$ cat src/rtl/wb_arbiter.sv
// wb_arbiter: merges pipeline and buffered long-latency results onto one register file write port (optional WB_TRACE_EN trace output)
module wb_arbiter #(
  parameter int FIFO_DEPTH   = 2,
  parameter int STARVE_LIMIT = 4
) (
  input  logic        clk,
  input  logic        rst_n,
  input  logic        pipe_we,
  input  logic [4:0]  pipe_sel,
  input  logic [31:0] pipe_data,
  input  logic        lu_valid,
  input  logic [4:0]  lu_sel,
  input  logic [31:0] lu_data,
  output logic        lu_ready,
  output logic        pipe_stall,
  input  logic [4:0]  rd_sel,
  output logic        pend_hit,
  output logic        gpr_we,
  output logic [4:0]  gpr_sel,
  output logic [31:0] gpr_data
);
  localparam int AW = $clog2(FIFO_DEPTH);
  localparam int CW = $clog2(STARVE_LIMIT + 1);
  logic [AW:0]           wp, rp;
  logic [4:0]            q_sel  [FIFO_DEPTH];
  logic [31:0]           q_data [FIFO_DEPTH];
  logic [FIFO_DEPTH-1:0] vld;
  logic [CW-1:0]         cnt;
  logic                  full, empty, pipe_go, pop, push;
  assign empty      = wp == rp;
  assign full       = (wp[AW] != rp[AW]) && (wp[AW-1:0] == rp[AW-1:0]);
  assign lu_ready   = !full;
  assign pipe_stall = (cnt >= CW'(STARVE_LIMIT)) && !empty;
  assign pipe_go    = !pipe_stall && pipe_we && pipe_sel != '0;
  assign pop        = !pipe_go && !empty;
  assign push       = lu_valid && !full && lu_sel != '0;
  // pointers, per-slot valid bits and starvation counter; counter only grows while the pipeline blocks a non-empty FIFO
  always_ff @(posedge clk or negedge rst_n)
    if (!rst_n) begin
      wp  <= '0;
      rp  <= '0;
      vld <= '0;
      cnt <= '0;
    end else begin
      wp  <= push ? wp + 1'b1 : wp;
      rp  <= pop ? rp + 1'b1 : rp;
      cnt <= (pipe_go && !empty) ? cnt + 1'b1 : '0;
      if (pop) vld[rp[AW-1:0]] <= 1'b0;
      if (push) vld[wp[AW-1:0]] <= 1'b1;
    end
  // FIFO storage needs no reset; the valid bits and pointers gate it
  always_ff @(posedge clk)
    if (push) begin
      q_sel[wp[AW-1:0]]  <= lu_sel;
      q_data[wp[AW-1:0]] <= lu_data;
    end
  // registered write port: the grant of this cycle is presented for exactly one cycle next cycle
  always_ff @(posedge clk or negedge rst_n)
    if (!rst_n) begin
      gpr_we   <= 1'b0;
      gpr_sel  <= '0;
      gpr_data <= '0;
    end else begin
      gpr_we   <= pipe_go || pop;
      gpr_sel  <= pipe_go ? pipe_sel : pop ? q_sel[rp[AW-1:0]] : '0;
      gpr_data <= pipe_go ? pipe_data : pop ? q_data[rp[AW-1:0]] : '0;
    end
  // pending hit over buffered entries, including one being popped this cycle
  always_comb begin
    pend_hit = 1'b0;
    for (int i = 0; i < FIFO_DEPTH; i++) pend_hit = pend_hit || (vld[i] && q_sel[i] == rd_sel);
    pend_hit = pend_hit && rd_sel != '0;
  end
`ifdef WB_TRACE_EN
  logic src_l;
  // remembers which source produced the write now on gpr_*
  always_ff @(posedge clk or negedge rst_n)
    if (!rst_n) src_l <= 1'b0;
    else src_l <= pop;
  // write and drain trace
  always_ff @(posedge clk) begin
    if (rst_n && gpr_we) $display("[WB] src=%s R[%0d] = %h", src_l ? "L" : "P", gpr_sel, gpr_data);
    if (rst_n && pipe_stall) $display("[WB] starve drain");
  end
`endif
endmodule

$ cat config.mk
export PLATFORM = sky130hd
export DESIGN_NAME = wb_arbiter
export DESIGN_NICKNAME = d
export VERILOG_FILES = /design/src/rtl/wb_arbiter.sv
export SDC_FILE = /design/constraint.sdc
export NUM_CORES = 1
export LEC_CHECK = 0
export BUFFER_PORTS_ARGS = -buffer_cell sky130_fd_sc_hd__buf_2
export CAP_MARGIN = 30
export CORE_ASPECT_RATIO = 2
export CORE_MARGIN = 5
export CORE_UTILIZATION = 30
export CTS_CLUSTER_DIAMETER = 50
export CTS_CLUSTER_SIZE = 28
export DETAILED_ROUTE_END_ITERATION = 12
export GPL_TIMING_DRIVEN = 0
export PLACE_DENSITY = 0.57
export SETUP_SLACK_MARGIN = 0.05
export SYNTH_ARGS = -nofsm -noshare
export SYNTH_HDL_FRONTEND = slang
export SYNTH_SLANG_ARGS = --single-unit
$ cat constraint.sdc
create_clock -name clk -period 4.57 [get_ports clk]
set_input_delay 0.457 -clock clk [delete_from_list [all_inputs] [get_ports clk]]
set_output_delay 0.457 -clock clk [all_outputs]
set_load 0.01 [all_outputs]
==> metrics.txt, run 1 <==
clock tree root driver cell=sky130_fd_sc_hd__clkbuf_16; Final Cell Area=0.006240 sq mm; cts hold-fix bufs=0; share of post-route cells with drive strength above 1=0.4632; combinational group share of total power=0.296; maximum capacitance violations=0; proportion of synthesized chip area in sequential cells=0.7239; number of antenna violations at the first check in global routing=1; total design power=4.213 mW; port buffer count=roughly 120; global routing usage on met2=0.2272; # setup viols final=0; worst min path class=input pin to async pin; number of library cell types mapped by synthesis=32; Slew HR=0.4055; total congestion overflow=0; worst setup timing slack at the placement stage=1.985 ns; Layout Skew=0.007010 ns; clk sink count=~120; router iterations before antenna repair=4; Critical Path Start Type=register; final net count=493; top fanout value on the critical path=14; period utilization=0.5247; Critical Path End Type=register; Warnings, synthesis=0; Die Width=98.46 microns; core box area=0.01537 sq mm; worst reg2reg path depth=6; global-route wire length before repair=16.86 mm; last weighted congestion value of the routability-driven placer=0.7479; endpoint of the worst-slack reg-to-reg timing path=q_data[1][12]$_DFFE_PP_; static power due to leakage=2.605 nW; wire per inst=17.40 microns; worst-margin pin slew=0.8909 ns; Max H-tree Level=4; Crit path required time=4.68 ns; post-route worst setup slack=2.172 ns; average size of a mapped cell=18.06 sq um; TritonCTS buffer count=17; final antenna-violating net count=0; Clock Power Share=0.302; via count normalized by instance count=4.398; global-route met3 utilization=0.03210; met1 Track Usage GR=0.1173; post-layout minimum cycle time=2.398 ns; Post-Route WL=10.79 mm; Die Y=186.9 microns; status=finished, final reports clean; combined global-route utilization of all metal layers=0.1214; clock tree from TritonCTS=done; source-to-sink clock delay at the later pin of the worst-skew pair=0.40 ns; power density relative to cell area=675.2 mW/mm^2; worst IR drop on VDD=about 0.27 mV; r2r startpoint=rp[0]$_DFFE_PN0N_; Worst Hold Margin=0.05044 ns; P_sw=1.314 mW; design internal power=2.898 mW; clock-pin transition on the worst setup and hold timing paths=about 0.050 ns; number of core rows=64; CP Class=register to register; top-level I/O count=124; flip-flop and latch count after synthesis=121; Pins Over Slew Limit=0; post_cts resized=0; DR DRC count=0; die outline area=0.01840 sq mm; area post-placement=0.005665 sq mm; post-detailed-placement half-perimeter wirelength=around 8 mm; sequential power share=0.401; worst path arrival time=2.50 ns; register-to-register path setup slack=about 2.2 ns; Core Util, Final=0.4058; layout overhead on the synthesized area=32.92%; overall via count from detail_route=2727; pin count of the biggest net entering global routing=27; layer with the highest usage=met2; initial core utilization=0.3053; timing-limited maximum frequency=approximately 420 MHz; Syn Inst Count=260; number of global-route vias before repair=3194; setup repair after global routing missed its margin=no; net count of the mapped netlist=345; Iter 0 DRT Violations=81; CTS Buffer Depth=2; netlist area before placement=0.004695 sq mm; final hold vios=0; switching share of power=0.3120; buffer count from post-CTS setup fixing=0
==> area by class of cell <==
| class | count | area [sq um] |
|---|---|---|
| flip-flops and latches | 121 | 3398 |
| inverters | 3 | 11.26 |
| multi-input cells | 124 | 1224 |
| fillers | 1471 | 9135 |
| plain buffers | 12 | 72.57 |
| clock buffers | 19 | 442.9 |
| diodes | 1 | 2.502 |
| clock inverters | 13 | 128.9 |
| well taps | 198 | 247.7 |
| repair buffers | 129 | 711.9 |
==> cells in the final DEF, fill, tap and decap left out, types with 6 or more instances in the layout <==
| master | instances |
|---|---|
| sky130_fd_sc_hd__buf_2 | 127 |
| sky130_fd_sc_hd__edfxtp_1 | 74 |
| sky130_fd_sc_hd__dfrtp_1 | 47 |
| sky130_fd_sc_hd__mux2i_1 | 37 |
| sky130_fd_sc_hd__o2bb2ai_2 | 20 |
| sky130_fd_sc_hd__o2bb2ai_1 | 17 |
| sky130_fd_sc_hd__clkbuf_16 | 17 |
| sky130_fd_sc_hd__xor2_1 | 9 |
| sky130_fd_sc_hd__buf_6 | 6 |
| sky130_fd_sc_hd__clkinv_2 | 6 |
==> worst max-delay path, cell delays in order, from the launching register on <==
cell                      delay, ns
sky130_fd_sc_hd__dfrtp_1       0.35
sky130_fd_sc_hd__buf_2         0.16
sky130_fd_sc_hd__xnor2_2       0.18
sky130_fd_sc_hd__nor2b_1       0.21
sky130_fd_sc_hd__nor3b_4       0.78
sky130_fd_sc_hd__buf_16        0.23
sky130_fd_sc_hd__buf_8         0.17
==> how the worst max path moves through the flow <==
stage | slack, ns | end | startpoint
after floorplan | 0.60 | q_data[0][0]$_DFFE_PP_ | rp[0]$_DFFE_PN0N_
after global placement | -1.19 | q_data[0][24]$_DFFE_PP_ | rp[0]$_DFFE_PN0N_
after detailed placement | 1.98 | wp[1]$_DFFE_PN0P_ | lu_sel[1]
after CTS | 2.13 | q_data[1][17]$_DFFE_PP_ | rp[0]$_DFFE_PN0N_
after global routing | 2.03 | q_data[1][17]$_DFFE_PP_ | rp[0]$_DFFE_PN0N_
final | 2.17 | q_data[1][12]$_DFFE_PP_ | rp[0]$_DFFE_PN0N_
==> cell families after synthesis <==
family | synth area share
flops | 0.7239
compound gates | 0.1093
mux | 0.07889
simple gates | 0.03358
xor+xnor | 0.03118
buf+inv | 0.01786
fa+ha+maj | 0.005330
==> synthesized netlist by cell type <==
cell type	instances	area share
sky130_fd_sc_hd__nor3_1	1	0.0011
sky130_fd_sc_hd__nor2_1	2	0.0016
sky130_fd_sc_hd__xor2_1	9	0.017
sky130_fd_sc_hd__o21ai_4	1	0.0035
sky130_fd_sc_hd__inv_1	3	0.0024
sky130_fd_sc_hd__a21oi_1	2	0.0021
sky130_fd_sc_hd__nor3b_2	2	0.0053
sky130_fd_sc_hd__nand2_1	1	0.00080
sky130_fd_sc_hd__or4_4	1	0.0024
sky130_fd_sc_hd__buf_6	3	0.0072
sky130_fd_sc_hd__clkbuf_1	3	0.0024
sky130_fd_sc_hd__and2_1	3	0.0040
sky130_fd_sc_hd__a21o_1	2	0.0032
sky130_fd_sc_hd__ha_1	2	0.0053
sky130_fd_sc_hd__o21ai_0	3	0.0032
sky130_fd_sc_hd__edfxtp_1	74	0.47
sky130_fd_sc_hd__xnor2_2	2	0.0069
sky130_fd_sc_hd__nand2_2	1	0.0013
sky130_fd_sc_hd__nand3_1	4	0.0043
sky130_fd_sc_hd__or4_1	2	0.0032
sky130_fd_sc_hd__mux2i_1	37	0.079
sky130_fd_sc_hd__buf_2	4	0.0043
sky130_fd_sc_hd__xnor2_1	4	0.0075
sky130_fd_sc_hd__dfrtp_1	47	0.25
sky130_fd_sc_hd__a21boi_1	1	0.0016
sky130_fd_sc_hd__o2bb2ai_1	17	0.032
sky130_fd_sc_hd__buf_1	2	0.0016
sky130_fd_sc_hd__o2bb2ai_2	20	0.064
sky130_fd_sc_hd__nor2b_1	3	0.0040
sky130_fd_sc_hd__nand2b_1	1	0.0013
sky130_fd_sc_hd__nor4_1	2	0.0027
sky130_fd_sc_hd__nand3b_1	1	0.0016
==> registers in the layout (all words and copies together) (netlist names) <==
register  count
gpr_data     32
wp            2
gpr_sel       5
rp            2
gpr_we        1
cnt           3
q_data       64
vld           2
q_sel        10
==> power groups by stage <==
stage	clock network (mW)	logic [mW]	registers (mW)
after floorplan	0	0.694	1.78
after global placement	0	1.18	1.73
after detailed placement	0	1.28	1.71
after CTS	1.31	1.28	1.69
after global routing	1.35	1.36	1.72
final	1.27	1.25	1.69
==> routing by layer <==
metal / share of wire / routed length, microns / up-vias
met3: 0.043 / 464 / 13
met1: 0.35 / 3806 / 1344
met5: 0 / 0 / -
li1: - / - / 1294
met2: 0.58 / 6271 / 76
met4: 0.023 / 244 / 0
==> stage by stage <==
| step | std cells | setup TNS [ns] |
|---|---|---|
| final | 620 | 0 |
| after global routing | 620 | 0 |
| after CTS | 619 | 0 |
| after detailed placement | 587 | 0 |
| after global placement | 581 | -46.04 |
| after floorplan | 260 | 0 |
Power figures use the tool's default switching activity.
==> run 2, diff against run 1 <==
--- a/config.mk
+++ b/config.mk
@@ -5,6 +5,7 @@
 export SDC_FILE = /design/constraint.sdc
 export NUM_CORES = 1
 export LEC_CHECK = 0
+export ABC_AREA = 1
 export BUFFER_PORTS_ARGS = -buffer_cell sky130_fd_sc_hd__buf_2
 export CAP_MARGIN = 30
 export CORE_ASPECT_RATIO = 2
==> constraint.sdc (replaced) <==
create_clock -name clk -period 2.4 [get_ports clk]
set_input_delay 0.24 -clock clk [delete_from_list [all_inputs] [get_ports clk]]
set_output_delay 0.24 -clock clk [all_outputs]
set_load 0.01 [all_outputs]
==> metrics.txt, run 2 <==
TritonCTS buffer count=17 (unchanged); overall via count from detail_route=3589 (+32%); # setup viols final=0 (unchanged); final hold vios=0 (unchanged); timing-limited maximum frequency=489.2 MHz (+17%); netlist area before placement=0.005002 sq mm (+6.6%); Warnings, synthesis=0 (unchanged); Max H-tree Level=4 (unchanged); Die Width=101.3 microns (+2.9%); area of the multi-input gates=0.001356 sq mm (+11%); Slew HR=0.4191 (+0.01366); combined global-route utilization of all metal layers=0.1320 (+0.01064); power density relative to cell area=1202 mW/mm^2 (+78%); CTS Buffer Depth=2 (unchanged); Min-Delay Startpoint=lu_data[17]; worst path arrival time=2.08 ns (-0.42 ns); clk sink count=121 (unchanged); top-count cell post-synth=sky130_fd_sc_hd__nand2_1; count of inserted antenna diode cells=0 (-1); top cells by area, synth=sky130_fd_sc_hd__edfxtp_1, sky130_fd_sc_hd__dfrtp_1, sky130_fd_sc_hd__nand2_1; number of antenna violations at the first check in global routing=0 (-1); clock tree root driver cell=sky130_fd_sc_hd__clkbuf_16; total congestion overflow=0 (unchanged); ys flop type=sky130_fd_sc_hd__edfxtp_1; register-to-register path setup slack=0.36 ns (-1.82 ns); worst min path class=input pin to register; final net count=698 (+42%); maximum capacitance violations=0 (unchanged); Synth async-reset ratio=0.3884 (unchanged); last weighted congestion value of the routability-driven placer=0.7539 (+0.80%); buffer count from post-CTS setup fixing=0 (unchanged); wire per inst=14.66 microns (-16%); commonest non-fill, non-tap cells in the layout=sky130_fd_sc_hd__nand2_1, sky130_fd_sc_hd__buf_2, sky130_fd_sc_hd__edfxtp_1, sky130_fd_sc_hd__dfrtp_1, sky130_fd_sc_hd__nand3_1; clock tree from TritonCTS=done; router iterations before antenna repair=4 (unchanged); cell type with the highest aggregate area in the netlist=sky130_fd_sc_hd__edfxtp_1; worst IR drop on VDD=0.5254 mV (+95%); port buffer count=123 (unchanged); depth of the worst hold-timing path=1; post-detailed-placement half-perimeter wirelength=9.199 mm (+13%); average size of a mapped cell=10.85 sq um (-40%); Syn Inst Count=461 (+77%); Worst Hold End=q_data[1][17]$_DFFE_PP_; number of core rows=66 (+3.1%); net count of the mapped netlist=546 (+58%); Iter 0 DRT Violations=78 (-3.7%); Critical Path End Type=register; number of synthesized flops with an enable pin=74 (unchanged); most common library cell in the layout ignoring fill and taps=sky130_fd_sc_hd__nand2_1; pin count of the biggest net entering global routing=38 (+41%); Post-Route WL=12.17 mm (+13%); static power due to leakage=3.107 nW (+19%); clock-pin transition on the worst setup and hold timing paths=0.06 ns (about the same); initial core utilization=0.3059 (+0.0005997); r2r startpoint=rp[0]$_DFFE_PN0N_; Crit path required time=2.43 ns (-2.25 ns); max FFs per register=64 (unchanged); core box area=0.01635 sq mm (+6.3%); Pins Over Slew Limit=0 (unchanged); source-to-sink clock delay at the later pin of the worst-skew pair=0.41 ns (about the same); CP Class=register to register; Worst Hold Margin=0.02502 ns (-0.02541 ns); status=finished, final reports clean; share of post-route cells with drive strength above 1=0.3163 (-0.1469); layout overhead on the synthesized area=31.22%; setup repair after global routing missed its margin=no; post_cts resized=0 (unchanged); global-route wire length before repair=19.21 mm (+14%); post-layout minimum cycle time=2.044 ns (-0.3533 ns); die outline area=0.01951 sq mm (+6.0%); worst reg2reg path depth=6 (unchanged); area fraction of the dominant cell type after synthesis=0.4442 (-0.02913); Core Util, Final=0.4014 (-0.004404); via count normalized by instance count=4.324 (-1.7%); number of library cell types mapped by synthesis=25 (-22%); Critical Path Start Type=register; number of global-route vias before repair=3840 (+20%); endpoint of the worst-slack reg-to-reg timing path=q_data[0][23]$_DFFE_PP_; Layout Skew=0.007247 ns (+0.0002376 ns); proportion of synthesized chip area in sequential cells=0.6793 (-0.04454); period utilization=0.8518 (+0.3271); Die Y=192.6 microns (+3.1%); number of filler cells placed in the layout=1631 (+11%); most common library cells after synthesis=sky130_fd_sc_hd__nand2_1, sky130_fd_sc_hd__edfxtp_1, sky130_fd_sc_hd__dfrtp_1; top-level I/O count=124 (unchanged); DR DRC count=0 (unchanged); worst-margin pin slew=0.8701 ns (-0.02081 ns); top fanout value on the critical path=37 (+23); sequential cell area=0.003398 sq mm (unchanged); final antenna-violating net count=0 (unchanged); Setup TNS=0 ns (unchanged); flip-flop and latch count after synthesis=121 (unchanged)
run 2: cell types whose count changed after synthesis, sizes merged, moves of 4 or more:
cell	delta
buf	+5
inv	+22
mux2i	-37
nand2	+203
nand3	+42
nor2	+17
nor3	+4
o21ai	+9
o2bb2ai	-37
xnor2	-5
xor2	-8
run 2: kinds of logic after synthesis:
group / Yosys count / share of synthesized area
AO/OA/AOI/OAI: 14 / 0.01401
XOR/XNOR: 2 / 0.003502
adder cells (fa/ha/maj): 2 / 0.005002
buffers and inverters: 45 / 0.05102
flip-flops: 121 / 0.6793
AND/OR/NAND/NOR: 277 / 0.2471
run 2: how the worst max path moves through the flow:
stage,startpoint,end,cells past startpoint
after floorplan,rp[0]$_DFFE_PN0N_,q_data[1][0]$_DFFE_PP_,6
after global placement,rp[0]$_DFFE_PN0N_,q_data[1][4]$_DFFE_PP_,6
after detailed placement,rp[0]$_DFFE_PN0N_,q_data[0][4]$_DFFE_PP_,6
after CTS,rp[0]$_DFFE_PN0N_,q_data[0][5]$_DFFE_PP_,6
after global routing,rp[0]$_DFFE_PN0N_,q_data[0][23]$_DFFE_PP_,7
final,rp[0]$_DFFE_PN0N_,q_data[0][23]$_DFFE_PP_,6
run 2: stage by stage:
| step | total power, mW | instance area [sq um] | worst slack [ns] | instances |
|---|---|---|---|---|
| final | 7.889 | 6564 | 0.3557 | 830 |
| after global placement | 5.509 | 5876 | -0.5741 | 788 |
| after global routing | 8.425 | 6564 | 0.1559 | 830 |
| after CTS | 8.028 | 6564 | 0.3052 | 830 |
| after floorplan | 4.680 | 5005 | 0.07460 | 461 |
| after detailed placement | 5.595 | 5921 | 0.3140 | 790 |
run 2: layout make-up:
type / instances / share of cell area
multi-input cells: 295 / 0.2066
clock inverters: 13 / 0.01982
plain buffers: 20 / 0.02421
well taps: 204 / 0.03889
inverters: 25 / 0.01468
flip-flops and latches: 121 / 0.5177
repair buffers: 133 / 0.1121
clock buffers: 19 / 0.06595
run 2: layer usage:
layer	vias up	global-route usage	part of all wire
li1	1807	-	-
met1	1674	0.1266	0.35
met2	86	0.2460	0.58
met3	22	0.03039	0.042
met4	0	0.08090	0.034
met5	-	0	0
run 2: report_power, final:
group / internal, mW / switching, mW / leakage, nW
Sequential: 2.90 / 0.185 / 1.26
Combinational: 0.821 / 1.59 / 1.58
Clock: 1.51 / 0.874 / 0.264
Total: 5.24 / 2.65 / 3.11
run 2: critical path, cell delays in order (launching register included):
cell                      delay [ns]
sky130_fd_sc_hd__dfrtp_1        0.37
sky130_fd_sc_hd__buf_6          0.14
sky130_fd_sc_hd__nand2_1        0.07
sky130_fd_sc_hd__nand2_2        0.09
sky130_fd_sc_hd__nand3_1        0.14
sky130_fd_sc_hd__nand4_1        0.16
sky130_fd_sc_hd__inv_2          0.67
run 2: repair_timing:
item | in CTS | in global routing
endpoints found under the hold margin | 27 | 0
hold buffers | 8 | 0
setup endpoints to repair | 0 | 0
